`config.mk`:
```
export PLATFORM = sky130hd
export DESIGN_NAME = apb_cmd_master
export DESIGN_NICKNAME = d
export VERILOG_FILES = /design/src/rtl/apb_cmd_master.sv
export SDC_FILE = /design/constraint.sdc
export NUM_CORES = 1
export LEC_CHECK = 0
export ABC_AREA = 1
export BUFFER_PORTS_ARGS = -buffer_cell sky130_fd_sc_hd__buf_4
export CAP_MARGIN = 20
export CORE_MARGIN = 5
export CORE_UTILIZATION = 40
export CTS_BUF_LIST = sky130_fd_sc_hd__clkbuf_2
export DETAILED_ROUTE_END_ITERATION = 8
export HOLD_SLACK_MARGIN = 0.15
export PLACE_DENSITY = 0.7
export SYNTH_ARGS = -nofsm -noshare
export SYNTH_HDL_FRONTEND = slang
export SYNTH_SLANG_ARGS = --single-unit
```
`constraint.sdc`:
```
create_clock -name pclk -period 1.6 [get_ports pclk]
set_input_delay 0.24 -clock pclk [delete_from_list [all_inputs] [get_ports pclk]]
set_output_delay 0.24 -clock pclk [all_outputs]
set_load 0.1 [all_outputs]
```
`src/rtl/apb_cmd_master.sv`:
```
// APB requester: takes one command on a valid/ready port, runs SETUP/ACCESS, returns a one-cycle response.
// Optional ACCESS wait-state abort is enabled by defining APB_TIMEOUT_EN.
module apb_cmd_master #(
    parameter int ADDR_W         = 5,
    parameter int DATA_W         = 8,
    parameter int TIMEOUT_CYCLES = 16
) (
    input  logic              pclk,
    input  logic              preset,
    input  logic              cmd_valid,
    output logic              cmd_ready,
    input  logic              cmd_write,
    input  logic [ADDR_W-1:0] cmd_addr,
    input  logic [DATA_W-1:0] cmd_wdata,
    output logic              rsp_valid,
    output logic [DATA_W-1:0] rsp_rdata,
    output logic              rsp_err,
    output logic              psel,
    output logic              penable,
    output logic              pwrite,
    output logic [ADDR_W-1:0] paddr,
    output logic [DATA_W-1:0] pwdata,
    input  logic              pready,
    input  logic [DATA_W-1:0] prdata,
    output logic [1:0]        dbg_state
);

    // Handshake: a command transfers on a posedge where cmd_valid && cmd_ready;
    // cmd_ready depends only on the state, never on cmd_valid.
    typedef enum logic [1:0] {
        ST_IDLE   = 2'd0,
        ST_SETUP  = 2'd1,
        ST_ACCESS = 2'd2
    } state_t;

    state_t              r_state;
    logic                r_psel;
    logic                r_penable;
    logic                r_pwrite;
    logic [ADDR_W-1:0]   r_paddr;
    logic [DATA_W-1:0]   r_pwdata;
    logic                r_rsp_valid;
    logic [DATA_W-1:0]   r_rsp_rdata;

`ifdef APB_TIMEOUT_EN
    localparam int CNT_W = $clog2(TIMEOUT_CYCLES + 1);
    logic [CNT_W-1:0]    r_wait_cnt;
    logic                r_rsp_err;
`else
    logic                w_unused_timeout_cfg;
    assign w_unused_timeout_cfg = (TIMEOUT_CYCLES == 0);
`endif

    always_ff @(posedge pclk) begin
        if (preset) begin
            r_state     <= ST_IDLE;
            r_psel      <= 1'b0;
            r_penable   <= 1'b0;
            r_pwrite    <= 1'b0;
            r_paddr     <= '0;
            r_pwdata    <= '0;
            r_rsp_valid <= 1'b0;
            r_rsp_rdata <= '0;
`ifdef APB_TIMEOUT_EN
            r_wait_cnt  <= '0;
            r_rsp_err   <= 1'b0;
`endif
        end else begin
            r_rsp_valid <= 1'b0;
`ifdef APB_TIMEOUT_EN
            r_rsp_err   <= 1'b0;
`endif
            case (r_state)
                ST_IDLE: begin
                    if (cmd_valid) begin
                        r_pwrite <= cmd_write;
                        r_paddr  <= cmd_addr;
                        r_pwdata <= cmd_wdata;
                        r_psel   <= 1'b1;
                        r_state  <= ST_SETUP;
                    end
                end
                ST_SETUP: begin
                    r_penable  <= 1'b1;
                    r_state    <= ST_ACCESS;
`ifdef APB_TIMEOUT_EN
                    r_wait_cnt <= '0;
`endif
                end
                ST_ACCESS: begin
                    // pready on the final wait cycle still completes normally.
                    if (pready) begin
                        r_psel      <= 1'b0;
                        r_penable   <= 1'b0;
                        r_rsp_valid <= 1'b1;
                        r_rsp_rdata <= r_pwrite ? '0 : prdata;
                        r_state     <= ST_IDLE;
                    end
`ifdef APB_TIMEOUT_EN
                    else if (r_wait_cnt == CNT_W'(TIMEOUT_CYCLES - 1)) begin
                        r_psel      <= 1'b0;
                        r_penable   <= 1'b0;
                        r_rsp_valid <= 1'b1;
                        r_rsp_err   <= 1'b1;
                        r_rsp_rdata <= '0;
                        r_state     <= ST_IDLE;
                    end else begin
                        r_wait_cnt  <= r_wait_cnt + CNT_W'(1);
                    end
`endif
                end
                default: begin
                    r_state <= ST_IDLE;
                end
            endcase
        end
    end

    assign cmd_ready = (r_state == ST_IDLE);
    assign psel      = r_psel;
    assign penable   = r_penable;
    assign pwrite    = r_pwrite;
    assign paddr     = r_paddr;
    assign pwdata    = r_pwdata;
    assign rsp_valid = r_rsp_valid;
    assign rsp_rdata = r_rsp_rdata;
    assign dbg_state = r_state;

`ifdef APB_TIMEOUT_EN
    assign rsp_err   = r_rsp_err;
`else
    assign rsp_err   = 1'b0;
`endif

endmodule

```
==> results of run 1 <==
## layout by cell type (no fill, tap or decap)
| master | synthesis | layout |
|---|---|---|
| o21ai_0 | 1 | 1 |
| a21oi_1 | 9 | 9 |
| nor2_1 | 31 | 31 |
| clkbuf_2 | 0 | 3 |
| nand2_1 | 33 | 33 |
| dfxtp_2 | 0 | 2 |
| dfxtp_1 | 27 | 25 |
| clkinvlp_4 | 0 | 1 |
| conb_1 | 1 | 1 |
| dlygate4sd3_1 | 0 | 11 |
| nand2_4 | 1 | 1 |
| nor2_4 | 1 | 1 |
| nand3_2 | 1 | 1 |
| inv_1 | 28 | 28 |
| nor2_2 | 8 | 8 |
| nand2_2 | 1 | 1 |
| inv_4 | 1 | 1 |
| buf_4 | 2 | 55 |
| buf_6 | 2 | 1 |
| nand3_1 | 16 | 16 |
## kinds of logic (layout without fill, tap and decap cells)
family                 after synthesis  after routing
buffers and inverters               36            100
flip-flops                          27             27
other                                1              1
AO/OA/AOI/OAI                       10             10
AND/OR/NAND/NOR                     92             92
## Yosys cell counts
cell | count | share of area (%)
a21oi_1 | 9 | 3.9
buf_2 | 3 | 1.3
buf_4 | 2 | 1.3
buf_6 | 2 | 1.9
conb_1 | 1 | 0.32
dfxtp_1 | 27 | 46
inv_1 | 28 | 9.0
inv_4 | 1 | 0.54
nand2_1 | 33 | 11
nand2_2 | 1 | 0.54
nand2_4 | 1 | 0.96
nand3_1 | 16 | 6.9
nand3_2 | 1 | 0.86
nor2_1 | 31 | 10
nor2_2 | 8 | 4.3
nor2_4 | 1 | 0.96
o21ai_0 | 1 | 0.43
## worst register-to-register path, stage by stage (launching register included)
cell and delay, ps:
dfxtp_2 450, inv_1 70, nor2_1 140, nand2_1 70, a21oi_1 120, dlygate4sd3_1 570
## stage by stage
stage,instances,power (mW),cell area (um2)
2_1_floorplan,166,1.28,1170
3_3_place_gp,246,1.42,1580
3_5_place_dp,246,1.43,1580
4_1_cts,261,1.73,1710
5_1_grt,261,1.80,1710
6_report,261,1.71,1710
## power by group
group	leakage [nW]	switching (mW)	internal (mW)	total [mW]
registers	0.223	0.0289	0.723	0.752
logic	0.685	0.511	0.176	0.687
clock network	0.0126	0.215	0.0579	0.273
## layer usage
layer	track usage (%)	share of wire [%]
met1	18.7	41
met2	26.3	50
met3	4.38	8.2
met4	5.71	0.96
met5	0	0
## flip-flops by register name (all words and copies together), names as in the netlist
signal     flops
pwdata         8
pwrite         1
dbg_state      2
rsp_rdata      8
paddr          5
penable        1
psel           1
rsp_valid      1
## final timing paths
check	startpoint	to	slack (ps)	cells after the start
worst max-delay path	dbg_state[1]	cmd_ready	110	2
worst max register to register	dbg_state[1]	dbg_state[1]	160	5
worst min register to register	penable	penable	500	2
worst min-delay path	cmd_wdata[1]	pwdata[1]	170	5
## timing repair
| item | CTS | global route |
|---|---|---|
| setup buffers | 0 | 0 |
| setup endpoints to repair | 0 | 1 |
| hold buffers | 11 | 0 |
| hold endpoints to repair | 14 | 0 |
| resized for setup | 0 | 1 |
## layout make-up
type	count	share of cell area [%]
timing repair buffer	67	31.2
clock buffer	3	0.877
tap	31	2.26
sequential	27	31.7
inverter	29	6.50
clock inverter	1	0.438
multi-input combinational	103	27.0
==> results.md, run 1 <==
- Crit-path max FO: 7
- Setup WS pre-CTS: 489 ps
- Final net count: 257
- Share of cells above drive strength 1: between 30 and 40%
- Filler instances: 261
- Post-synthesis adder-cell area fraction: 0%
- Layout area overhead: 46.7%
- Die area: 4100 um2
- CP max stage delay: 410 ps
- Clock buffer count from CTS: 3
- Hold Vio Cnt, Final: 0
- Die height: 64.0 um
- Final cell utilization of the core: 61.6%
- PnR worst setup slack: 112 ps
- Setup violators final: 0
- Setup Crit Path Kind: register to output pin
- CTS root buf: clkbuf_2
- DRC: 0
- Num rows: 19
- PwrDens: 999 nW/um2
- Fin Clk Skew: 6.49 ps
- Post-Route WL: approximately 3 mm
- Clk_lat worst skew: between 300 and 400 ps
- Fin. max-slew vios: 0
- Antenna violations before repair: 0
- Core area: 2780 um2
- CTS max path bufs: 2
- Synth Warn #: 0
- CP endpoint kind: output pin
- CP top delay family: flip-flops
- Mapped Avg Cell Area: 7.03 um2
- H-Tree Depth: 1
- Max-cap viol count: 0
- Pin count of the biggest net entering global routing: 19
- Synth unique cells: 17
- Worst Setup Start Kind: register
- RSZ-0062 raised after global routing: no
- I/O pin cnt: 55
- Drt pass-1 iters: 4
- Sequential-to-total area share from yosys stat: approximately 46%
- Setup TNS: 0 ps
- DRT iter0 DRCs: between 90 and 100
- Port Buf Inserts: 53
- VDD IR max: 0.612 mV
- Fmax: just under 0.7 GHz
- Multi-input gate area: 463 um2
- Number of buffers and inverters on the critical path: 1
- Hold Crit Class: primary input to register
- Routed len/inst: between 10 and 15 um
- Initial Utilization: 42.0%
- Vias in the first global route: 1151
- Critical path data arrival time: 1250 ps
- Synth Net Count: 192
- Die X: 64.0 um
- Vias: roughly 1200
- DR vias/cell: approximately 4.5
- XOR/XNOR share of the synthesized area: 0%
- GR Util All Layers: 15.6%
- Cells after Synth: about 170
- Register area: roughly 540 um2
- Synthesized area: 1170 um2
- Detailed placement HPWL: 2.21 mm
- CP max stage cell: dfxtp_2
- #FFs+latches synth: 27
- Synth Area in Compound Gates: approximately 4.3%
- Status: finished clean
- Clock slew at reported path FFs: 270 ps
- Final hold slack: 174 ps
- GP Congestion: 0.846
- Global-route wire length before repair: 5.22 mm
- Global route total overflow: 0
- Worst Path Required: 1360 ps
- Largest family of logic cells by synthesized area: simple AND/OR/NAND/NOR gates
- Fin crit period: 1490 ps
- Antenna viol nets, final: 0
- CTS tree: built
- Synth Area in Simple Gates: a little over a third
- Cells along the critical path: nor2_4, buf_6
- Ant diodes: 0
- Part of the cycle the worst path needs: 93.0%
- Clk sink count: 27
- Leak: 0.921 nW
- Post-synthesis mux area share: 0%
Note: power is estimated with default switching activity, not from simulation.
==> run 2, diff against run 1 <==
Settings changed: GPL_TIMING_DRIVEN set to 0.
==> results.md, run 2 (synthesized netlist as in run 1, its figures left out) <==
- Internal Power: approximately 0.98 mW
- PnR worst setup slack: around 120 ps
- Antenna viol nets, final: 0
- Share of cells above drive strength 1: 34.2%
- DRT iter0 DRCs: 61
- CTS root buf: clkbuf_2
- Global route total overflow: 0
- VDD IR max: 0.902 mV
- CP endpoint kind: output pin
- Pin count of the biggest net entering global routing: 15
- CP top delay family: flip-flops
- Layout area overhead: 49.6%
- Crit. Startpoint: dbg_state[0]
- Clk sink count: 27
- Status: finished clean
- Detailed placement HPWL: 2.18 mm
- Clk pwr share: 14.7%
- DRC: 0
- GR Util All Layers: 15.0%
- Sw frac: 42.7%
- PwrDens: 976 nW/um2
- Antenna violations before repair: 0
- Setup crit end: cmd_ready
- Levels on crit path: 3
- Vias in the first global route: 1149
- Worst Path Required: 1360 ps
- Routed len/inst: 11.1 um
- Post-Route WL: 2.94 mm
- Clk_lat worst skew: 340 ps
- Most common cell after layout, fill and taps aside: buf_4
- Die height: 64.0 um
- H-Tree Depth: 1
- CP max stage delay: 410 ps
- Worst Setup Start Kind: register
- I/O pin cnt: 55
- Fin Clk Skew: 5.25 ps
- Fmax: about 0.68 GHz
- Cells along the critical path: nor2_4, buf_4, buf_12
- Final net count: 261
- Setup violators final: 0
- Critical path data arrival time: between 1000 and 1500 ps
- Fin crit period: around 1500 ps
- Reg2Reg Setup Slack: around 210 ps
- Port Buf Inserts: 53
- Sequential share of power: about 44%
- Cells after DPL: 250
- Setup Crit Path Kind: register to output pin
- Combinational share of power: 41.1%
- Number of buffers and inverters on the critical path: 2
- Drt pass-1 iters: 4
- Final instance area: 1750 um2
- Setup WS pre-CTS: 294 ps
- Core area: 2780 um2
- Max-cap viol count: 0
- Part of the cycle the worst path needs: a little over 90%
- RR Startpoint: dbg_state[1]
- Layout Cells excl Fill: 265
- Setup TNS: 0 ps
- Clock buffer count from CTS: 3
- Initial Utilization: between 40% and 50%
- Reg2Reg Depth: 5
- Die area: 4100 um2
- Global-route wire length before repair: 5.12 mm
- Final hold slack: ~180 ps
- Most frequent cells in the layout: 55 x buf_4, 33 x nand2_1, 31 x nor2_1
- Net switching power: 0.728 mW
- Hold Vio Cnt, Final: 0
- Clock slew at reported path FFs: ~230 ps
- FF-to-FF End: dbg_state[1]
- CP max stage cell: dfxtp_2
- Pwr Total: about 1.7 mW
- Placement Cell Area: around 1600 um2
- GP Congestion: 0.780
- Die X: 64.0 um
- Hold Crit Class: primary input to register
- Num rows: 19
- Crit-path max FO: 10
- Vias: 1168
- Ant diodes: 0
- RSZ-0062 raised after global routing: no
- Final cell utilization of the core: 62.8%
- Fin. max-slew vios: 0
- CTS max path bufs: 2
- Leak: about 0.95 nW
- CTS tree: built
- DR vias/cell: 4.41
-- run 2: cell types whose count changed in the layout (fill, tap and decap cells not counted), sizes merged --
cell and change:
buf +5, clkinvlp -1, dlygate4sd3 -1, clkbuf +1
-- run 2: worst min path at each step --
stage,cells past startpoint,end,from,slack (ps)
2_1_floorplan,1,dbg_state[1],preset,300
3_3_place_gp,2,dbg_state[1],preset,440
3_5_place_dp,2,dbg_state[1],preset,440
4_1_cts,4,rsp_rdata[0],pready,170
5_1_grt,4,rsp_rdata[0],pready,150
6_report,4,rsp_rdata[0],pready,180
-- run 2: power by group through the flow --
stage | clock [mW] | combinational [mW] | sequential, mW
6_report | 0.251 | 0.701 | 0.752
5_1_grt | 0.291 | 0.741 | 0.762
2_1_floorplan | 0 | 0.172 | 1.10
3_5_place_dp | 0 | 0.673 | 0.766
3_3_place_gp | 0 | 0.665 | 0.764
4_1_cts | 0.265 | 0.701 | 0.753
-- run 2: tightest hold or removal path: cells and delay by family --
family                 cells  cell delay (ps)
buffers and inverters      1              100
and+or+nand+nor            3              180
-- run 2: layout make-up --
type | instances | area, um2
Timing Repair Buffer | 64 | 518
Fill cell | 259 | 1030
Sequential cell | 27 | 543
Clock buffer | 4 | 20.0
Inverter | 29 | 111
Buffer | 7 | 52.6
Multi-Input combinational cell | 103 | 463
Tap cell | 31 | 38.8
-- run 2: layer usage --
layer,up-vias,global-route usage (%),part of all wire [%]
met5,-,0,0
met2,41,26.1,48
met1,501,18.0,41
li1,624,-,-
met3,2,5.43,9.7
met4,0,2.34,0.48
-- run 2: what timing repair did --
item / 4_1_cts / 5_1_grt
hold endpoints to repair: 12 / 0
hold buffers: 10 / 0
setup endpoints to repair: 1 / 1
pin swaps: 1 / 0
resized for setup: 2 / 1
setup buffers: 1 / 0
==> run 3, diff against run 2 <==
Settings changed: ABC_AREA 1 to not set.
==> results.md, run 3 <==
- Clock buffer count from CTS: 3
- Top post-synthesis cells by count: 37 x nand2b_1, 27 x dfxtp_1, 22 x mux2i_1
- Setup Crit Path Kind: register to output pin
- VDD IR max: a little over 0.4 mV
- RSZ-0062 raised after global routing: no
- Cells after Synth: 116
- Port Buf Inserts: 52
- Synth Warn #: 0
- Fmax: 0.723 GHz
- Combinational share of power: a little under two fifths
- CTS root buf: clkbuf_2
- Placement Cell Area: about 1700 um2
- Clk pwr share: 16.4%
- Vias in the first global route: 1100
- Sequential-to-total area share from yosys stat: 43.9%
- Detailed placement HPWL: 2.07 mm
- Post-synthesis adder-cell area fraction: 0%
- Synth Area in Simple Gates: 28.9%
- Pin count of the biggest net entering global routing: 15
- Status: finished clean
- #FFs+latches synth: 27
- Top-count cell post-synth: nand2b_1
- Synth Area in Compound Gates: 2.14%
- Mapped Avg Cell Area: 10.6 um2
- Ant diodes: 0
- Part of the cycle the worst path needs: between 80% and 90%
- Worst Setup Start Kind: register
- Setup TNS: 0 ps
- Hold Crit Class: primary input to register
- Post-synth top area cell: dfxtp_1
- CP endpoint kind: output pin
- Drt pass-1 iters: 2
- Worst Path Required: about 1400 ps
- Critical path data arrival time: 1140 ps
- PwrDens: 859 nW/um2
- CP max stage delay: 470 ps
- Area share of the largest cell type after synthesis: 43.9%
- Die X: 65.5 um
- Synthesized area: 1230 um2
- CTS tree: built
- Internal Power: 0.973 mW
- Post-synthesis mux area share: 17.9%
- Post-Route WL: 2.89 mm
- Cells along the critical path: buf_4
- FFs w/ async S/R, synth: 0%
- CP top delay family: flip-flops
- Core area: between 3000 and 4000 um2
- Net switching power: 0.619 mW
- Post-CTS Setup Inserts: 0
- WHS Path Cells: 3
- Leak: 0.826 nW
- Levels on crit path: 1
- Layout area overhead: 50.7%
- Clock slew at reported path FFs: roughly 250 ps
- XOR/XNOR share of the synthesized area: 0%
- Ys flop type: dfxtp_1
- DR vias/cell: 4.61
- Largest family of logic cells by synthesized area: simple AND/OR/NAND/NOR gates
- Number of buffers and inverters on the critical path: 1
- Clk sink count: 27
- Most common cell after layout, fill and taps aside: buf_4
- H-Tree Depth: 1
- Most frequent cells in the layout: 53 x buf_4, 37 x nand2b_1, 24 x dfxtp_1
- Setup violators final: 0
- Fin. max-slew vios: 0
- CP max stage cell: dfxtp_2
- Final instance area: 1850 um2
- Clk_lat worst skew: about 350 ps
- Synth area leaders: dfxtp_1 44%, nand2b_1 19%, mux2i_1 18%, or3b_1 6.4%, buf_6 2.7%
- Die area: 4280 um2
- DRT iter0 DRCs: 27
- Vias: just over 1000
- Antenna violations before repair: 0
- GP Congestion: 0.709
- Final net count: 215
- Antenna viol nets, final: 0
- Number of flops mapped to enable cells by yosys: 0
- Routed len/inst: between 10 and 15 um
- Initial Utilization: 41.0%
- Max-cap viol count: 0
- I/O pin cnt: between 50 and 60
- Reg2Reg Depth: 4
- Sw frac: approximately two fifths
- CTS max path bufs: 2
- Hold Vio Cnt, Final: 0
- Register area: between 500 and 600 um2
- Share of cells above drive strength 1: 35.6%
- Global route total overflow: 0
- GR Util All Layers: between 10 and 15%
- Sequential share of power: between 40% and 50%
- Multi-input gate area: just over 600 um2
- Synth Net Count: 142
- Crit-path max FO: 10
- Filler instances: 256
- DRC: 0
- Num rows: 20
- Fin crit period: ~1400 ps
- Synth unique cells: 18
- Fin Clk Skew: 11.0 ps
- Global-route wire length before repair: 4.92 mm
- Die height: 65.5 um
## run 3: final timing paths
| path | startpoint | to | slack (ps) |
|---|---|---|---|
| setup reg to reg | dbg_state[1] | pwdata[4] | 400 |
| hold reg to reg | penable | penable | 480 |
| hold / removal | prdata[0] | rsp_rdata[0] | 200 |
| setup / recovery | pwrite | pwrite | 220 |
## run 3: metrics by stage
stage	utilization, %	instances	worst slack (ps)	total power [mW]	hold slack, ps
final	61.7	221	217	1.59	203
after global placement	55.7	201	473	1.31	458
after global routing	61.7	221	125	1.67	152
after detailed placement	55.7	201	450	1.31	462
after floorplan	-	116	188	1.18	395
after CTS	61.7	221	71.2	1.61	177
## run 3: layout make-up
| type | count | share of cell area [%] |
|---|---|---|
| clock buffers | 4 | 1.08 |
| well taps | 33 | 2.23 |
| flip-flops and latches | 27 | 29.4 |
| plain buffers | 9 | 4.12 |
| repair buffers | 68 | 29.7 |
| inverters | 2 | 0.405 |
| multi-input cells | 78 | 33.1 |
## run 3: power groups by stage
stage | registers (mW) | clock network [mW] | logic, mW
after detailed placement | 0.754 | 0 | 0.559
after floorplan | 1.02 | 0 | 0.155
after global routing | 0.750 | 0.304 | 0.614
after CTS | 0.742 | 0.274 | 0.592
after global placement | 0.752 | 0 | 0.555
final | 0.742 | 0.262 | 0.588
## run 3: metal layers
layer,up-vias,wire [um],global-route usage [%]
met5,-,0,0
met4,0,19,3.89
met3,2,148,3.08
met2,25,1510,27.2
met1,464,1220,16.4
li1,527,-,-
## run 3: kinds of logic after synthesis
group,count (synthesis)
AO/OA/AOI/OAI,3
buffers and inverters,11
flip-flops,27
multiplexers,22
other,1
AND/OR/NAND/NOR,52
## run 3: what timing repair did
action                     in CTS  in global routing
setup endpoints to repair       0                  1
resized for setup               0                  1
hold endpoints to repair       21                  0
hold buffers                   16                  0
